**config.mk**
```make
export PLATFORM = sky130hd
export DESIGN_NAME = vga_sync_decoder
export DESIGN_NICKNAME = d
export VERILOG_FILES = /design/src/rtl/vga_sync_decoder.sv
export SDC_FILE = /design/constraint.sdc
export NUM_CORES = 1
export LEC_CHECK = 0
export BUFFER_PORTS_ARGS = -buffer_cell sky130_fd_sc_hd__buf_2
export CAP_MARGIN = 20
export CORE_MARGIN = 5
export CORE_UTILIZATION = 50
export DETAILED_ROUTE_END_ITERATION = 6
export GPL_ROUTABILITY_DRIVEN = 0
export PLACE_DENSITY = 0.72
export SLEW_MARGIN = 5
export SYNTH_ARGS = -nofsm -noshare
export SYNTH_HDL_FRONTEND = slang
export SYNTH_SLANG_ARGS = --single-unit
```
**constraint.sdc**
```tcl
create_clock -name CLK -period 3.31 [get_ports CLK]
set_input_delay 0.1655 -clock CLK [delete_from_list [all_inputs] [get_ports CLK]]
set_output_delay 0.1655 -clock CLK [all_outputs]
set_load 0.05 [all_outputs]
```
**src/rtl/vga_sync_decoder.sv**
```systemverilog
`default_nettype none
// ============================================================================
// Module   : vga_sync_decoder
// Brief    : Rebuilds column/row counters, active-video flag and a lock
//            indicator from active-low H/V sync pulses of a raster stream.
//            Counters free-run on prediction and realign on falling sync
//            edges; a SEARCH/VERIFY/LOCKED machine qualifies the timing.
// Revision : 1.0 - initial release
// ============================================================================
module vga_sync_decoder #(
    parameter int TOTAL_COLS  = 800,
    parameter int TOTAL_ROWS  = 525,
    parameter int ACTIVE_COLS = 640,
    parameter int ACTIVE_ROWS = 480,
    parameter int H_FRONT     = 18,
    parameter int V_FRONT     = 10,
    parameter int LOCK_FRAMES = 2
) (
    input  logic       CLK,
    input  logic       i_Rst_L,
    input  logic       i_H_Sync,
    input  logic       i_V_Sync,
    output logic [9:0] o_Col_Count,
    output logic [9:0] o_Row_Count,
    output logic       o_Active,
    output logic       o_Frame_Start,
    output logic       o_Locked
);

    localparam logic [9:0] c_H_SYNC_COL   = 10'(ACTIVE_COLS + H_FRONT);
    localparam logic [9:0] c_V_SYNC_ROW   = 10'(ACTIVE_ROWS + V_FRONT);
    localparam logic [9:0] c_LAST_COL     = 10'(TOTAL_COLS - 1);
    localparam logic [9:0] c_LAST_ROW     = 10'(TOTAL_ROWS - 1);
    localparam logic [9:0] c_ACTIVE_COLS  = 10'(ACTIVE_COLS);
    localparam logic [9:0] c_ACTIVE_ROWS  = 10'(ACTIVE_ROWS);
    localparam logic [2:0] c_LOCK_FRAMES  = 3'(LOCK_FRAMES);

    localparam logic [1:0] c_SEARCH = 2'd0;
    localparam logic [1:0] c_VERIFY = 2'd1;
    localparam logic [1:0] c_LOCKED = 2'd2;

    logic       r_h_prev;
    logic       r_v_prev;
    logic [9:0] r_col;
    logic [9:0] r_row;
    logic [1:0] r_state;
    logic [2:0] r_good;
    logic       r_v_seen;
    logic       r_active;
    logic       r_frame_start;
    logic       r_locked;

    logic       w_h_edge;
    logic       w_v_edge;
    logic [9:0] w_pc;
    logic [9:0] w_pr;
    logic [9:0] w_col_next;
    logic [9:0] w_row_next;
    logic       w_h_mis;
    logic       w_v_mis;
    logic [1:0] w_state_next;
    logic [2:0] w_good_next;
    logic [2:0] w_good_inc;
    logic       w_lock_next;

    // Predicted position, realigned position and sync-timing mismatches
    always_comb begin
        w_h_edge   = r_h_prev & ~i_H_Sync;
        w_v_edge   = r_v_prev & ~i_V_Sync;
        w_pc       = (r_col == c_LAST_COL) ? 10'd0 : r_col + 10'd1;
        w_pr       = r_row;
        if (w_pc == 10'd0) begin
            w_pr = (r_row == c_LAST_ROW) ? 10'd0 : r_row + 10'd1;
        end
        w_col_next = w_h_edge ? c_H_SYNC_COL : w_pc;
        w_row_next = w_v_edge ? c_V_SYNC_ROW : w_pr;
        w_h_mis    = w_h_edge ? (w_pc != c_H_SYNC_COL) : (w_pc == c_H_SYNC_COL);
        // Leaving the sync row without having seen its V edge is a miss too
        w_v_mis    = (w_v_edge && (w_pr != c_V_SYNC_ROW)) ||
                     ((r_row == c_V_SYNC_ROW) && (w_pr != c_V_SYNC_ROW) && !r_v_seen);
    end

    // Lock qualification: SEARCH -> VERIFY on any V edge, LOCKED after enough good frames
    always_comb begin
        w_state_next = r_state;
        w_good_next  = r_good;
        w_good_inc   = r_good + 3'd1;
        case (r_state)
            c_SEARCH: begin
                if (w_v_edge) begin
                    w_state_next = c_VERIFY;
                    w_good_next  = 3'd0;
                end
            end
            c_VERIFY: begin
                if (w_h_mis || w_v_mis) begin
                    w_state_next = c_SEARCH;
                end else if (w_v_edge) begin
                    w_good_next = w_good_inc;
                    if (w_good_inc == c_LOCK_FRAMES) begin
                        w_state_next = c_LOCKED;
                    end
                end
            end
            c_LOCKED: begin
                if (w_h_mis || w_v_mis) begin
                    w_state_next = c_SEARCH;
                end
            end
            default: w_state_next = c_SEARCH;
        endcase
        w_lock_next = (w_state_next == c_LOCKED);
    end

    // Sync history for falling-edge detection; idles at the inactive level
    always_ff @(posedge CLK or negedge i_Rst_L) begin
        if (!i_Rst_L) begin
            r_h_prev <= 1'b1;
            r_v_prev <= 1'b1;
        end else begin
            r_h_prev <= i_H_Sync;
            r_v_prev <= i_V_Sync;
        end
    end

    // Column/row counters, always realigned on edges regardless of lock state
    always_ff @(posedge CLK or negedge i_Rst_L) begin
        if (!i_Rst_L) begin
            r_col <= 10'd0;
            r_row <= 10'd0;
        end else begin
            r_col <= w_col_next;
            r_row <= w_row_next;
        end
    end

    // V-edge-seen flag: set by a V edge, cleared when the counters enter the sync row
    always_ff @(posedge CLK or negedge i_Rst_L) begin
        if (!i_Rst_L) begin
            r_v_seen <= 1'b0;
        end else if (w_v_edge) begin
            r_v_seen <= 1'b1;
        end else if ((w_row_next == c_V_SYNC_ROW) && (r_row != c_V_SYNC_ROW)) begin
            r_v_seen <= 1'b0;
        end
    end

    // Lock state machine and good-frame counter
    always_ff @(posedge CLK or negedge i_Rst_L) begin
        if (!i_Rst_L) begin
            r_state <= c_SEARCH;
            r_good  <= 3'd0;
        end else begin
            r_state <= w_state_next;
            r_good  <= w_good_next;
        end
    end

    // Status outputs from next-count values so they line up with the counters
    always_ff @(posedge CLK or negedge i_Rst_L) begin
        if (!i_Rst_L) begin
            r_locked      <= 1'b0;
            r_active      <= 1'b0;
            r_frame_start <= 1'b0;
        end else begin
            r_locked      <= w_lock_next;
            r_active      <= w_lock_next && (w_col_next < c_ACTIVE_COLS) &&
                             (w_row_next < c_ACTIVE_ROWS);
            r_frame_start <= w_lock_next && (w_col_next == 10'd0) && (w_row_next == 10'd0);
        end
    end

    assign o_Col_Count   = r_col;
    assign o_Row_Count   = r_row;
    assign o_Active      = r_active;
    assign o_Frame_Start = r_frame_start;
    assign o_Locked      = r_locked;

endmodule
`default_nettype wire

```
== After elaboration in Yosys (flattened, before gate mapping) ==
Index checks and enable logic that the tools add are counted.

* Bits in registers: 31
* Output and inout port bits: 23
* Logic and storage cells: 70

* Bitwise gates (word level): 4
* Eq/ne operators: 15
* Multiplexer cells: 18
* $lt $le $gt $ge: 2
* Reduce and logical (&&, ||, !) cells: 18
* Add/subtract/negate cells: 3

{| class="wikitable"
|+ Operator list
! kind !! number
|-
| 10-bit two-way mux || 5
|-
| 10-bit == test, second input constant || 3
|-
| 10-bit zero test || 3
|-
| 10-bit by 1-bit adder with 10-bit output, second input constant || 2
|-
| 10-bit by 9-bit == test with 1-bit output, second input constant || 2
|-
| 10-bit by 9-bit != test with 1-bit output, second input constant || 2
|-
| 10-bit less-than comparator, second input constant || 1
|-
| 10-bit by 9-bit less-than comparator with 1-bit output, second input constant || 1
|-
| 2-bit two-way mux || 5
|-
| 10-bit != test, second input constant || 1
|-
| 3-bit two-way mux || 3
|-
| 1-bit logical AND || 8
|-
| 2-bit != test, second input constant || 3
|-
| 2-bit case mux with 3 select lines || 1
|-
| 3-bit case mux with 2 select lines || 1
|-
| 2-bit == test, second input constant || 2
|-
| 4-bit AND reduction || 1
|-
| 2-bit nonzero test || 2
|-
| 3-bit by 1-bit adder with 3-bit output, second input constant || 1
|-
| 3-bit by 2-bit == test with 1-bit output, second input constant || 1
|-
| 1-bit two-way mux || 3
|-
| 1-bit bitwise AND || 2
|-
| 2-bit by 1-bit == test with 1-bit output, second input constant || 1
|-
| 2-bit zero test || 1
|-
| 3 further kinds || 5
|}

== Depth between registers and ports, before layout ==
* Depth in word-level cells: 14
* Gate-level depth with buffers: 12

== Worst setup path before layout ==
No wires, ideal clock.

* Kind: reg-to-reg
* Start: reg r_col[0] (netlist: o_Col_Count[0])
* End: reg r_good[2]
* Arrival time: 3536 ps
* Data required time: 3241 ps
* Stages on the path, launching flop included: 12
* Slack: -295 ps
* Period minus slack after synthesis: 3605 ps
* Library setup time: 69 ps
* Cells stage by stage: dfrtp_1 -> ha_1 -> buf_2 -> nand4_2 -> or4_4 -> a31oi_4 -> nand4_4 -> or3_4 -> a2111oi_4 -> nand4_2 -> or4_1 -> nand3_1

* Word-level cells in the longest chain between the ends: 11
* Elaborated cells on any way between the ends: 16
* Classes of those cells: 1 x add/sub; 5 x eq/ne; 3 x mux; 7 x reduce/logical

{| class="wikitable"
|+ RTL lines
! element !! RTL line !! source
|-
| start, declared || 44 || <nowiki>logic [9:0] r_col;</nowiki>
|-
| start signal, assigned || 132 || <nowiki>r_col <= w_col_next;</nowiki>
|-
| 10-bit by 1-bit adder with 10-bit output / 10-bit == test (equally long branches) || 70 || <nowiki>w_pc = (r_col == c_LAST_COL) ? 10'd0 : r_col + 10'd1;</nowiki>
|-
| 10-bit two-way mux (*) || 70 ||
|-
| 10-bit zero test || 72 || <nowiki>if (w_pc == 10'd0) begin</nowiki>
|-
| 10-bit two-way mux || 72 ||
|-
| 10-bit by 9-bit != test with 1-bit output || 79, 80 ||
|-
| 1-bit logical AND (2 in series) || 80 || <nowiki>((r_row == c_V_SYNC_ROW) && (w_pr != c_V_SYNC_ROW) && !r_v_seen);</nowiki>
|-
| 1-bit logical OR || 79 || <nowiki>w_v_mis = (w_v_edge && (w_pr != c_V_SYNC_ROW)) ||</nowiki>
|-
| 1-bit logical OR (*) || 96 || <nowiki>if (w_h_mis || w_v_mis) begin</nowiki>
|-
| 2-bit != test (no line) (*) || n/a ||
|-
| 4-bit AND reduction (no line) (*) || n/a ||
|-
| end signal, assigned || 155 || <nowiki>r_good <= w_good_next;</nowiki>
|-
| end, declared || 47 || <nowiki>logic [2:0] r_good;</nowiki>
|}

Mark *: on every way between the ends. The rest lies on a longest branch, timed or not.
A chain may end at the register's enable or synchronous reset.

== Final worst setup path ==
* Start: reg r_col[0] (netlist: o_Col_Count[0])
* End: reg r_frame_start (netlist: o_Frame_Start)

* Word-level cells in the longest chain between the ends: 14
* Elaborated cells on any way between the ends: 24
* Classes of those cells: 1 x add/sub; 5 x eq/ne; 8 x mux; 10 x reduce/logical

{| class="wikitable"
|+ RTL lines
! element !! RTL line !! source
|-
| 10-bit by 1-bit adder with 10-bit output / 10-bit == test (equally long branches) || 70 ||
|-
| 10-bit two-way mux (*) || 70 ||
|-
| 10-bit zero test || 72 ||
|-
| 10-bit two-way mux || 72 ||
|-
| 10-bit by 9-bit != test with 1-bit output || 79, 80 ||
|-
| 1-bit logical AND (2 in series) || 80 ||
|-
| 1-bit logical OR || 79 ||
|-
| 1-bit logical OR (*) || 96, 106 ||
|-
| 2-bit two-way mux (on tied branches) || 106, 96 ||
|-
| 2-bit case mux with 3 select lines (*) || 88 || <nowiki>case (r_state)</nowiki>
|-
| named net w_state_next[1] || 61 || <nowiki>logic [1:0] w_state_next;</nowiki>
|-
| 2-bit == test (*) || 112 || <nowiki>w_lock_next = (w_state_next == c_LOCKED);</nowiki>
|-
| 1-bit logical AND (*) (2 in series) || 169 || <nowiki>r_frame_start <= w_lock_next && (w_col_next == 10'd0) && (w_row_next == 10'd0);</nowiki>
|-
| end signal, assigned || 169 ||
|-
| end, declared || 50 || <nowiki>logic r_frame_start;</nowiki>
|}

The timed path passes the listed nets; every way through them passes the cells marked *.

==> metrics.md <==
| Metric | Value |
|---|---|
| Relative slew slack | `0.537` |
| Req. time, crit path | `3.54 ns` |
| Routed wire length | `around 5200 µm` |
| Via count | `~2k` |
| Synth Warn # | `0` |
| Final cell area excluding filler cells | `2530 µm²` |
| Final hold vios | `0` |
| GRT Total Usage | `0.193` |
| Distinct cells, synth | `56` |
| Ys async rst share | `1.00` |
| Final period util | `0.965` |
| Layout cell share with drive strength beyond 1 | `0.254` |
| Post-synth top area cell | `dfrtp_1` |
| Initial core utilization | `0.505` |
| Die area | `approximately 5800 µm²` |
| Final critical-path required period | `roughly 3.2 ns` |
| Seq cells post-synth | `31` |
| Die height | `roughly 76 µm` |
| Final net count | `~290` |
| Leak Pwr | `around 1.1 nW` |
| Synth Net Count | `between 200 and 300` |
| Num ports | `27` |
| Mapped Area | `roughly 2200 µm²` |
| ANT cells | `0` |
| Hpwl dp | `3720 µm` |
| Syn Inst Count | `around 250` |
| Maximum fanout along the worst path | `7` |
| CTS tree | `done` |
| Main synth FF type | `dfrtp_1` |
| Pins Over Slew Limit | `0` |
| Port bufs | `26` |
| Max clock buf depth | `2` |
| R2R Path Start | `o_Col_Count[0]` |
| Place WS | `-0.0124 ns` |
| Depth of the CTS H-tree | `2` |
| Total CTS buffers | `5` |
| Clock Pin Slew Worst Setup and Hold Paths | `about 0.07 ns` |
| CP Capture Type | `flip-flop` |
| Placement Cell Area | `2370 µm²` |
| CTS root buf | `clkbuf_8` |
| Wire per inst | `15.5 µm` |
| Die X | `between 70 and 80 µm` |
| Reg2Reg Depth | `10` |
| CP Data Arrival Time | `about 3.4 ns` |
| Worst Clk Skew | `about 0.0071 ns` |
| DR vias/cell | `5.88` |
| Clock sinks | `31` |
| Area contributors post-synth | `dfrtp_1 33%, ha_1 4.6%, nor2_1 3.8%` |
| Clock latency on the worst-skew pair | `0.29 ns` |
| DP Cell Count | `roughly 320` |
| Core footprint | `about 4300 µm²` |
| Crit path from | `o_Col_Count[0]` |
| Layout Area Growth over Synthesis | `16.8%` |
| Status | `completed` |
| Setup TNS | `0 ns` |
| First-pass GRT wire length | `8460 µm` |
| Share of the synthesized area in the top cell type | `0.335` |
| Std cell rows | `24` |
| Final setup violation count | `0` |
| PD cells | `approximately 520 nW/µm²` |
| WL met3 | `368 µm` |
| DRT iter0 DRCs | `between 150 and 200` |
| Met2 WL | `roughly 2300 µm` |
| Initial antenna violation count | `0` |
| Syn avg cell area | `roughly 8.7 µm²` |
| PnR worst setup slack | `about 0.11 ns` |
| Final cell count without fillers | `~340` |
| 1st-pass router iterations | `5` |
| CP Class | `reg2reg` |
| CP startpoint kind | `flip-flop` |
| HP Class | `in2async` |
| Sequential fraction of the synthesis area | `0.359` |
| DR top layer | `met4` |
| Largest net degree at the start of global routing | `32` |
| Pwr Total | `approximately 1.3 mW` |
| Metal1 wirelength | `2450 µm` |
| Worst vdd ir | `between 0.3 and 0.4 mV` |
| DRC viols | `0` |
| Detail Route Antenna Nets | `0` |
| Most common cell after layout, fill and taps aside | `buf_2` |
| Worst slew pin tran | `between 0.6 and 0.7 ns` |
| GRT Residual Overflow | `0` |
| Max-Cap Viols | `0` |
| Max Clk Rate | `about 310 MHz` |
| Fillers | `400` |
| Post-synth EDFFs | `0` |
| Most frequent cells in the layout | `26 x buf_2, 25 x dfrtp_1, 22 x nor2_1` |
| Via count of the first global-routing pass | `~1.8k` |
-- worst paths after layout --
| kind | end | slack, ns |
|---|---|---|
| setup / recovery | o_Frame_Start | 0.11 |
| max in group asynchronous | o_Col_Count[0] | 2.35 |
| hold / removal | o_Row_Count[8] | 0.46 |
| setup reg to reg | o_Frame_Start | 0.11 |
| hold reg to reg | r_good[1] | 0.58 |
| min in group CLK | r_h_prev | 0.53 |
-- final cells by class --
class                           count  area, µm²  area share
Inverter                           10       37.5      0.0148
Tap cell                           52       65.1      0.0257
Clock inverter                      3       23.8     0.00938
Clock buffer                        5       68.8      0.0272
Timing Repair Buffer               40        243      0.0958
Multi-Input combinational cell    194       1310       0.517
Sequential cell                    31        786       0.310
-- critical path, stage by stage (launching register included) --
cell and delay, ns:
dfrtp_4 0.49, ha_4 0.20, nor3_2 0.19, a41oi_1 0.06
or3b_1 0.41, o21a_2 0.26, or3_4 0.41, a2111oi_4 0.34
nand4_1 0.29, a21oi_2 0.27, and4_1 0.21
-- kinds of logic (layout without fill, tap and decap cells) --
group / count (synthesis) / count (layout) / synth area share
DFF: 31 / 31 / 0.359
xor gates and xnor gates: 7 / 7 / 0.0283
and+or+nand+nor: 129 / 129 / 0.354
muxes: 2 / 2 / 0.00923
adders and majority gates: 8 / 8 / 0.0462
buffers and inverters: 24 / 58 / 0.0490
AOI/OAI and AO/OA: 48 / 48 / 0.155
-- power breakdown --
group / total (mW) / leakage [nW] / switching (mW) / internal (mW)
sequential: 0.519 / 0.359 / 0.0849 / 0.435
clock: 0.314 / 0.0408 / 0.164 / 0.150
combinational: 0.475 / 0.670 / 0.295 / 0.180
-- layer usage --
metal | global-route usage | vias to the layer above
met5 | 0 | -
met4 | 0.0602 | 0
met3 | 0.0501 | 6
met2 | 0.274 | 64
met1 | 0.284 | 926
li1 | - | 973
-- synth_stat cells, drive strengths merged (3+ instances only) --
cell type / instances
dfrtp: 29
nor2: 22
nand2: 20
nand3: 17
a21oi: 16
o21ai: 13
clkbuf: 10
inv: 10
nor3: 10
nand2b: 9
nand4: 9
ha: 8
and3: 6
nor4: 6
or3: 6
nor4b: 5
buf: 4
nand3b: 4
xor2: 4
a2111oi: 3
nor2b: 3
or4: 3
xnor2: 3
-- through the flow --
step,hold slack (ns),utilization
global route,0.517,0.590
detailed placement,0.252,0.552
finish,0.456,0.590
global placement,0.256,0.552
floorplan,-0.130,-
CTS,0.475,0.581
-- repair_timing --
item	in CTS	in global routing
pin swaps	0	3
buffers inserted	0	2
gates resized for setup	1	7
hold buffers	3	0
endpoints found under the hold margin	31	0
endpoints found under the setup margin	1	6
-- sequential cells by signal (all words and copies together), names as in the netlist --
name	cells
r_h_prev	1
o_Frame_Start	1
o_Active	1
r_good	3
r_state	2
r_v_seen	1
o_Col_Count	10
o_Locked	1
o_Row_Count	10
r_v_prev	1
(Power assumes the default switching activity.)
